### config.mk
export PLATFORM = sky130hd
export DESIGN_NAME = rpn_stack_alu
export DESIGN_NICKNAME = d
export VERILOG_FILES = /design/src/rtl/rpn_stack_alu.sv
export SDC_FILE = /design/constraint.sdc
export NUM_CORES = 1
export LEC_CHECK = 0
export CAP_MARGIN = 25
export CORE_UTILIZATION = 41
export DETAILED_ROUTE_END_ITERATION = 10
export PLACE_DENSITY = 0.58
export SKIP_CTS_REPAIR_TIMING = 1
export SYNTH_ARGS = -nofsm -noshare
export SYNTH_HDL_FRONTEND = slang
export SYNTH_SLANG_ARGS = --single-unit
### constraint.sdc
create_clock -name clk -period 5.35 [get_ports clk]
set_input_delay 0.535 -clock clk [delete_from_list [all_inputs] [get_ports clk]]
set_output_delay 0.535 -clock clk [all_outputs]
set_load 0.005 [all_outputs]
### src/rtl/rpn_stack_alu.sv
// 8-bit RPN stack calculator: push/op commands on a DEPTH-entry stack, with
// single-cycle ADD/SUB/NEG/stack ops and an iterative shift-add MUL.
module rpn_stack_alu #(
  parameter int unsigned DEPTH = 8
) (
  input  logic                     clk,
  input  logic                     rst,
  input  logic                     push,
  input  logic [7:0]               data_in,
  input  logic                     op_valid,
  input  logic [2:0]               op_code,
  input  logic                     non_signed,
  output logic [7:0]               top,
  output logic [$clog2(DEPTH):0]   depth,
  output logic                     top_valid,
  output logic                     busy,
  output logic                     err_underflow,
  output logic                     err_overflow,
  output logic                     arith_ovf
);

  localparam int unsigned AW = $clog2(DEPTH);
  localparam int unsigned DW = AW + 1;

  localparam logic [2:0] OpAdd  = 3'd0;
  localparam logic [2:0] OpSub  = 3'd1;
  localparam logic [2:0] OpMul  = 3'd2;
  localparam logic [2:0] OpNeg  = 3'd3;
  localparam logic [2:0] OpDrop = 3'd4;
  localparam logic [2:0] OpSwap = 3'd5;
  localparam logic [2:0] OpDup  = 3'd6;
  localparam logic [2:0] OpClr  = 3'd7;

  typedef enum logic [1:0] {StIdle, StMulRun, StMulDone} state_e;

  state_e            state_q, state_d;
  logic [7:0]        stk_q [DEPTH];
  logic [7:0]        stk_d [DEPTH];
  logic [DW-1:0]     depth_q, depth_d;
  logic              uf_q, uf_d, ov_q, ov_d, ao_q, ao_d;
  logic [15:0]       mcand_q, mcand_d, acc_q, acc_d;
  logic [7:0]        mplier_q, mplier_d;
  logic              neg_q, neg_d, uns_q, uns_d;
  logic [2:0]        cnt_q, cnt_d;

  logic [AW-1:0]     t_idx, s_idx, p_idx;
  logic [7:0]        t_val, s_val, diff, neg_t, mag_s, mag_t, mul_res;
  logic [8:0]        sum9;
  logic [15:0]       prod_neg;
  logic              full, empty, lt2, mul_ovf;

  always_comb begin
    t_idx    = AW'(depth_q - DW'(1));
    s_idx    = AW'(depth_q - DW'(2));
    p_idx    = AW'(depth_q);
    t_val    = stk_q[t_idx];
    s_val    = stk_q[s_idx];
    full     = (depth_q == DW'(DEPTH));
    empty    = (depth_q == '0);
    lt2      = (depth_q < DW'(2));
    sum9     = {1'b0, s_val} + {1'b0, t_val};
    diff     = s_val - t_val;
    neg_t    = 8'h00 - t_val;
    // Signed magnitudes fit 8 bits unsigned, -128 becomes 8'h80 = 128.
    mag_s    = (!non_signed && s_val[7]) ? 8'h00 - s_val : s_val;
    mag_t    = (!non_signed && t_val[7]) ? neg_t : t_val;
    prod_neg = 16'h0000 - acc_q;
    mul_res  = neg_q ? prod_neg[7:0] : acc_q[7:0];
    mul_ovf  = uns_q ? (acc_q > 16'd255) : (neg_q ? (acc_q > 16'd128) : (acc_q > 16'd127));
  end

  always_comb begin
    state_d  = state_q;
    stk_d    = stk_q;
    depth_d  = depth_q;
    uf_d     = uf_q;
    ov_d     = ov_q;
    ao_d     = ao_q;
    mcand_d  = mcand_q;
    acc_d    = acc_q;
    mplier_d = mplier_q;
    neg_d    = neg_q;
    uns_d    = uns_q;
    cnt_d    = cnt_q;
    unique case (state_q)
      StIdle: begin
        if (push) begin
          uf_d = 1'b0;
          ao_d = 1'b0;
          ov_d = full;
          if (!full) begin
            stk_d[p_idx] = data_in;
            depth_d      = depth_q + DW'(1);
          end
        end else if (op_valid) begin
          // A legal MUL defers its flag update to StMulDone.
          if (!(op_code == OpMul && !lt2)) begin
            uf_d = 1'b0;
            ov_d = 1'b0;
            ao_d = 1'b0;
          end
          unique case (op_code)
            OpAdd, OpSub: begin
              if (lt2) begin
                uf_d = 1'b1;
              end else begin
                depth_d = depth_q - DW'(1);
                if (op_code == OpAdd) begin
                  stk_d[s_idx] = sum9[7:0];
                  ao_d = non_signed ? sum9[8]
                                    : (s_val[7] == t_val[7]) && (sum9[7] != s_val[7]);
                end else begin
                  stk_d[s_idx] = diff;
                  ao_d = non_signed ? (s_val < t_val)
                                    : (s_val[7] != t_val[7]) && (diff[7] != s_val[7]);
                end
              end
            end
            OpMul: begin
              if (lt2) begin
                uf_d = 1'b1;
              end else begin
                mcand_d  = {8'h00, mag_s};
                mplier_d = mag_t;
                acc_d    = '0;
                neg_d    = !non_signed && (s_val[7] != t_val[7]);
                uns_d    = non_signed;
                cnt_d    = '0;
                state_d  = StMulRun;
              end
            end
            OpNeg: begin
              if (empty) begin
                uf_d = 1'b1;
              end else begin
                stk_d[t_idx] = neg_t;
                ao_d = non_signed ? (t_val != 8'h00) : (t_val == 8'h80);
              end
            end
            OpDrop: begin
              if (empty) uf_d = 1'b1;
              else       depth_d = depth_q - DW'(1);
            end
            OpSwap: begin
              if (lt2) begin
                uf_d = 1'b1;
              end else begin
                stk_d[t_idx] = s_val;
                stk_d[s_idx] = t_val;
              end
            end
            OpDup: begin
              if (empty) begin
                uf_d = 1'b1;
              end else if (full) begin
                ov_d = 1'b1;
              end else begin
                stk_d[p_idx] = t_val;
                depth_d      = depth_q + DW'(1);
              end
            end
            OpClr: depth_d = '0;
            default: ;
          endcase
        end
      end
      StMulRun: begin
        if (mplier_q[0]) acc_d = acc_q + mcand_q;
        mcand_d  = {mcand_q[14:0], 1'b0};
        mplier_d = {1'b0, mplier_q[7:1]};
        cnt_d    = cnt_q + 3'd1;
        if (cnt_q == 3'd7) state_d = StMulDone;
      end
      StMulDone: begin
        stk_d[s_idx] = mul_res;
        depth_d      = depth_q - DW'(1);
        uf_d         = 1'b0;
        ov_d         = 1'b0;
        ao_d         = mul_ovf;
        state_d      = StIdle;
      end
      default: state_d = StIdle;
    endcase
  end

  always_ff @(posedge clk) begin
    if (rst) begin
      state_q  <= StIdle;
      depth_q  <= '0;
      uf_q     <= 1'b0;
      ov_q     <= 1'b0;
      ao_q     <= 1'b0;
      mcand_q  <= '0;
      acc_q    <= '0;
      mplier_q <= '0;
      neg_q    <= 1'b0;
      uns_q    <= 1'b0;
      cnt_q    <= '0;
    end else begin
      state_q  <= state_d;
      depth_q  <= depth_d;
      uf_q     <= uf_d;
      ov_q     <= ov_d;
      ao_q     <= ao_d;
      mcand_q  <= mcand_d;
      acc_q    <= acc_d;
      mplier_q <= mplier_d;
      neg_q    <= neg_d;
      uns_q    <= uns_d;
      cnt_q    <= cnt_d;
    end
  end

  // Entries above depth are don't-care, so storage needs no reset.
  always_ff @(posedge clk) begin
    if (!rst) stk_q <= stk_d;
  end

  assign top           = empty ? 8'h00 : t_val;
  assign depth         = depth_q;
  assign top_valid     = !empty;
  assign busy          = (state_q != StIdle);
  assign err_underflow = uf_q;
  assign err_overflow  = ov_q;
  assign arith_ovf     = ao_q;

endmodule
# Yosys cells after proc, flatten, opt, wreduce, memory -nomap -nowiden
# Index checks and enable logic that the tools add are counted.
# word_totals
reg_bits	118
in_bits	16
# op_classes
add_sub_neg	10
magnitude_cmp	11
n_eq_ne	32
muxes	97
n_bitwise	6
n_reduce_logical	29
# ops
operator	count
two-way mux 64 bit	9
bitwise mux 64 bit	8
one-hot mux 64 bit (4 select lines)	1
two-way mux 16 bit	9
one-hot mux 64 bit (2 select lines)	1
two-way mux 8 bit	15
demux 8 bit (select 3 bit)	3
one-hot mux 16 bit (2 select lines)	2
binary-select mux 8 bit (select 3 bit)	2
> comparator 16 x 8 -> 1 bit, second input constant	2
two-way mux 4 bit	6
subtractor 1 x 8 -> 8 bit, first input constant	3
two-way mux 1 bit	22
!= test 4 bit, second input constant	5
adder 16 bit	1
> comparator 16 x 7 -> 1 bit, second input constant	1
one-hot mux 4 bit (4 select lines)	1
one-hot mux 8 bit (2 select lines)	1
== test 3 bit, second input constant	5
AND reduction 5 bit	3
>= comparator 4 bit, second input constant	3
< comparator 4 x 1 -> 1 bit, second input constant	3
two-way mux 3 bit	4
!= test 2 bit, second input constant	6
38 further kinds	69

# Logic depth before layout (Yosys ltp)
# logic_depth
depth_word	15
depth_mapped	20

# Worst setup path before layout
# Ideal clock, no wire load.
# synth_timing
kind	register -> register
from	reg depth_q[1], in the netlist depth[1]
to	reg stk_q[30] (netlist name) (data pin)
setup_ns	0.275
arrival_ns	4.610
required_time_ns	5.075
slack_ns	0.465
path_stages_with_launch	20
period_less_slack_ns	4.885
cell_sequence	dfxtp_1 -> buf_2 -> buf_1 -> inv_1 -> ha_1 -> buf_2 -> mux4_2 -> mux2i_2 -> inv_1 -> clkbuf_1 -> ha_1 -> fa_1 -> nand2b_1 -> a21oi_1 -> o21ai_0 -> a21oi_1 -> o31ai_1 -> xor2_1 -> a221oi_1 -> o221ai_1
# synth_rtl
element	line_no	text
start, declared	39	logic [DW-1:0] depth_q, depth_d;
start signal, assigned	201	depth_q <= depth_d;
end signal, assigned	216	if (!rst) stk_q <= stk_d;
end, declared	37	logic [7:0] stk_q [DEPTH];

==> impl_metrics.env <==
export IMPL_outcome="completed"
export IMPL_nets=1629
export IMPL_ir_worst_vdd_mv=0.203
export IMPL_hpwl_mm=42.4
export IMPL_first_iter_violations=2499
export IMPL_hold_viol_final=0
export IMPL_design_die_area_um2=30000
export IMPL_slowest_delay_ns=0.86
export IMPL_dieHeight_um=173
export IMPL_crit_family="XOR/XNOR gates"
export IMPL_fmaxAchievable_mhz=199
export IMPL_whs_path_depth=2
export IMPL_syn2layout_area_growth_pct=12.1
export IMPL_ys_seq_elements=118
export IMPL_grt_pass1_vias=12864
export IMPL_hold_class="flop to flop"
export IMPL_place_congestion=1.03
export IMPL_overflow=0
export IMPL_worstSetupEndpoint="stk_q[37]"
export IMPL_synth_ff_type="edfxtp_1"
export IMPL_reg2reg_to="stk_q[37]"
export IMPL_layout_setup_ws_ns=0.315
export IMPL_cp_cell_sequence="inv_1 > ha_1 > xnor2_2 > mux4_2 > ha_1 > and3_1 > a2111oi_0 > a21oi_1 > xnor2_1 > nor2_1 > nand2_1 > nand3_1"
export IMPL_slowest_stage="mux4_2"
export IMPL_cp_arrival_ns=5.22
export IMPL_boundaryPins=33
export IMPL_final_common_cell="nor2_1"
export IMPL_diodes=0
export IMPL_dr_total_vias=14198
export IMPL_cts_root_buf="clkbuf_16"
export IMPL_grt_max_degree=61
export IMPL_period_share_pct=94.1
export IMPL_regToRegStartpoint="depth[1]"
export IMPL_cts_sink_count=118
export IMPL_reg2reg_depth=12
export IMPL_grt_setup_unrepaired="no"
export IMPL_rrSetupSlack_ns=0.32
export IMPL_max_cap_viol_count=0
export IMPL_wire_per_inst_um=30.8
export IMPL_layout_common_cells="nor2_1, nand2_1, a21oi_1, o21ai_0, buf_4"
export IMPL_drive_gt1_share_pct=11.3
export IMPL_finalSetupViolations=0
export IMPL_netlist_area_um2=12000
export IMPL_grtUsageTotal_pct=39.8
export IMPL_yosysWarningCount=0
export IMPL_io_buffers=32
export IMPL_worstMarginPinSlew_ns=1.24
export IMPL_async_flop_share_pct=0
export IMPL_drc=0
export IMPL_critical_path_most_common_cell="ha_1"
export IMPL_crit_start="depth[1]"
export IMPL_synth_distinct_cells=79
export IMPL_path_class="flop to flop"
export IMPL_cp_buffers_inverters=1
export IMPL_cts_tree="done"
export IMPL_fin_tns_setup_ns=0
export IMPL_fillers=2910
export IMPL_cts_max_level=4
export IMPL_detail_route_antenna_nets=0
export IMPL_synth_nets=1626
export IMPL_num_rows=62
export IMPL_antenna_found_initial=0
export IMPL_initial_core_util_pct=41.7
export IMPL_cts_max_path_buffers=2
export IMPL_avgViaCountPerCell=7.23
export IMPL_synth_cells=1564
export IMPL_grt_pass1_wl_mm=87.6
export IMPL_maxSlewViolCount=0
export IMPL_synth_edf_count=64
export IMPL_required_ns=5.54
export IMPL_worst_path_stages=12
export IMPL_skew_ns=0.0166
export IMPL_dp_worst_setup_slack_ns=0.266
export IMPL_cp_max_fo=14
export IMPL_core_area_um2=28800
export IMPL_die_x_um=173
export IMPL_end_kind="flop"
export IMPL_clock_latency_ns=0.46
export IMPL_wirelength_mm=60.5
export IMPL_p_leak_nw=4.86
export IMPL_yosysSeqAreaShare_pct=25.0
export IMPL_power_density_nw_per_um2=439
export IMPL_cp_start_kind="flop"
export IMPL_numCtsBuffers=17
export IMPL_syn_area_per_cell_um2=7.67
export IMPL_firstDrtPassIters=9
export IMPL_path_clk_slew_ns=0.08
export IMPL_max_slew_margin_rel_pct=17.6
export IMPL_fin_crit_ns=5.03
==> area by class of cell <==
cell class	instances	area, um2	share of cell area, %
repair buffers	110	905	6.73
clock inverters	14	141	1.05
multi-input cells	1289	8370	62.3
well taps	384	480	3.57
inverters	31	116	0.865
clock buffers	18	429	3.19
flip-flops and latches	118	3000	22.3
==> worst min-delay path, stage by stage (launching register included) <==
cell,delay [ns]
dfxtp_1,0.31
nand2_1,0.05
a21oi_1,0.05
==> stage by stage <==
| stage | total power (W) | hold slack [ns] | instance area (um2) | instances | util [%] |
|---|---|---|---|---|---|
| 2_1_floorplan | 0.00328 | 0.432 | 12000 | 1564 | - |
| 3_5_place_dp | 0.00454 | 0.453 | 12900 | 1930 | 44.7 |
| 5_1_grt | 0.00607 | 0.479 | 13500 | 1964 | 46.7 |
| 4_1_cts | 0.00573 | 0.462 | 13400 | 1962 | 46.7 |
| 6_report | 0.00590 | 0.462 | 13500 | 1964 | 46.7 |
| 3_3_place_gp | 0.00453 | 0.444 | 12800 | 1927 | 44.6 |
==> synth_stat cells, types with 16 or more instances <==
library cell  count  area (um2)
a211oi_1         23         173
dfxtp_1          54        1080
nor2_1          227         852
nand2b_1         19         119
inv_1            30         113
mux4_2           24         541
nand2_1         195         732
nor3_1           37         185
a21oi_1         160         801
o221ai_1         50         438
a2111oi_0        22         193
a21o_1           17         128
a22oi_1          25         188
o21ai_0         102         510
edfxtp_1         64        1920
clkbuf_1         91         342
mux2i_1          21         210
ha_1             43         538
o22ai_1          36         225
a221oi_1         19         166
o211ai_1         18         135
nand3_1          16        80.1
xnor2_1          26         228
==> routing by layer <==
layer,part of all wire (%),vias to the layer above,GRT usage [%]
met1,39,6748,52.0
li1,-,5986,-
met4,6.7,0,25.7
met5,0,-,0
met3,14,282,14.2
met2,40,1182,54.9
==> worst min path at each step <==
stage,start,end
final,mplier_q[7],mplier_q[7]
after global placement,err_overflow,err_overflow
after CTS,mplier_q[7],mplier_q[7]
after detailed placement,mplier_q[7],mplier_q[7]
after floorplan,mplier_q[7],mplier_q[7]
after global routing,mplier_q[7],mplier_q[7]
==> state kept, by name, summed over array words and instances, names as in the netlist, 2 cells and up <==
register  count
acc_q        16
mplier_q      8
depth         4
mcand_q      16
state_q       2
stk_q        64
cnt_q         3
==> where the power goes <==
part	total, W	switching, W	internal (W)
Sequential	0.00115	0.0000880	0.00106
Clock	0.00118	0.000532	0.000653
Combinational	0.00357	0.00244	0.00113
Total	0.00590	0.00306	0.00284
==> cells by family (layout without fill, tap and decap cells) <==
kind of cell	Yosys count	count (layout)	synth area share [%]
multiplexers	57	57	7.88
AND/OR/NAND/NOR	558	558	20.1
XOR/XNOR	41	41	3.40
buffers and inverters	157	173	5.47
flip-flops	118	118	25.0
AO/OA/AOI/OAI	587	587	33.2
adder cells (fa/ha/maj)	46	46	4.98
(Power assumes the default switching activity.)
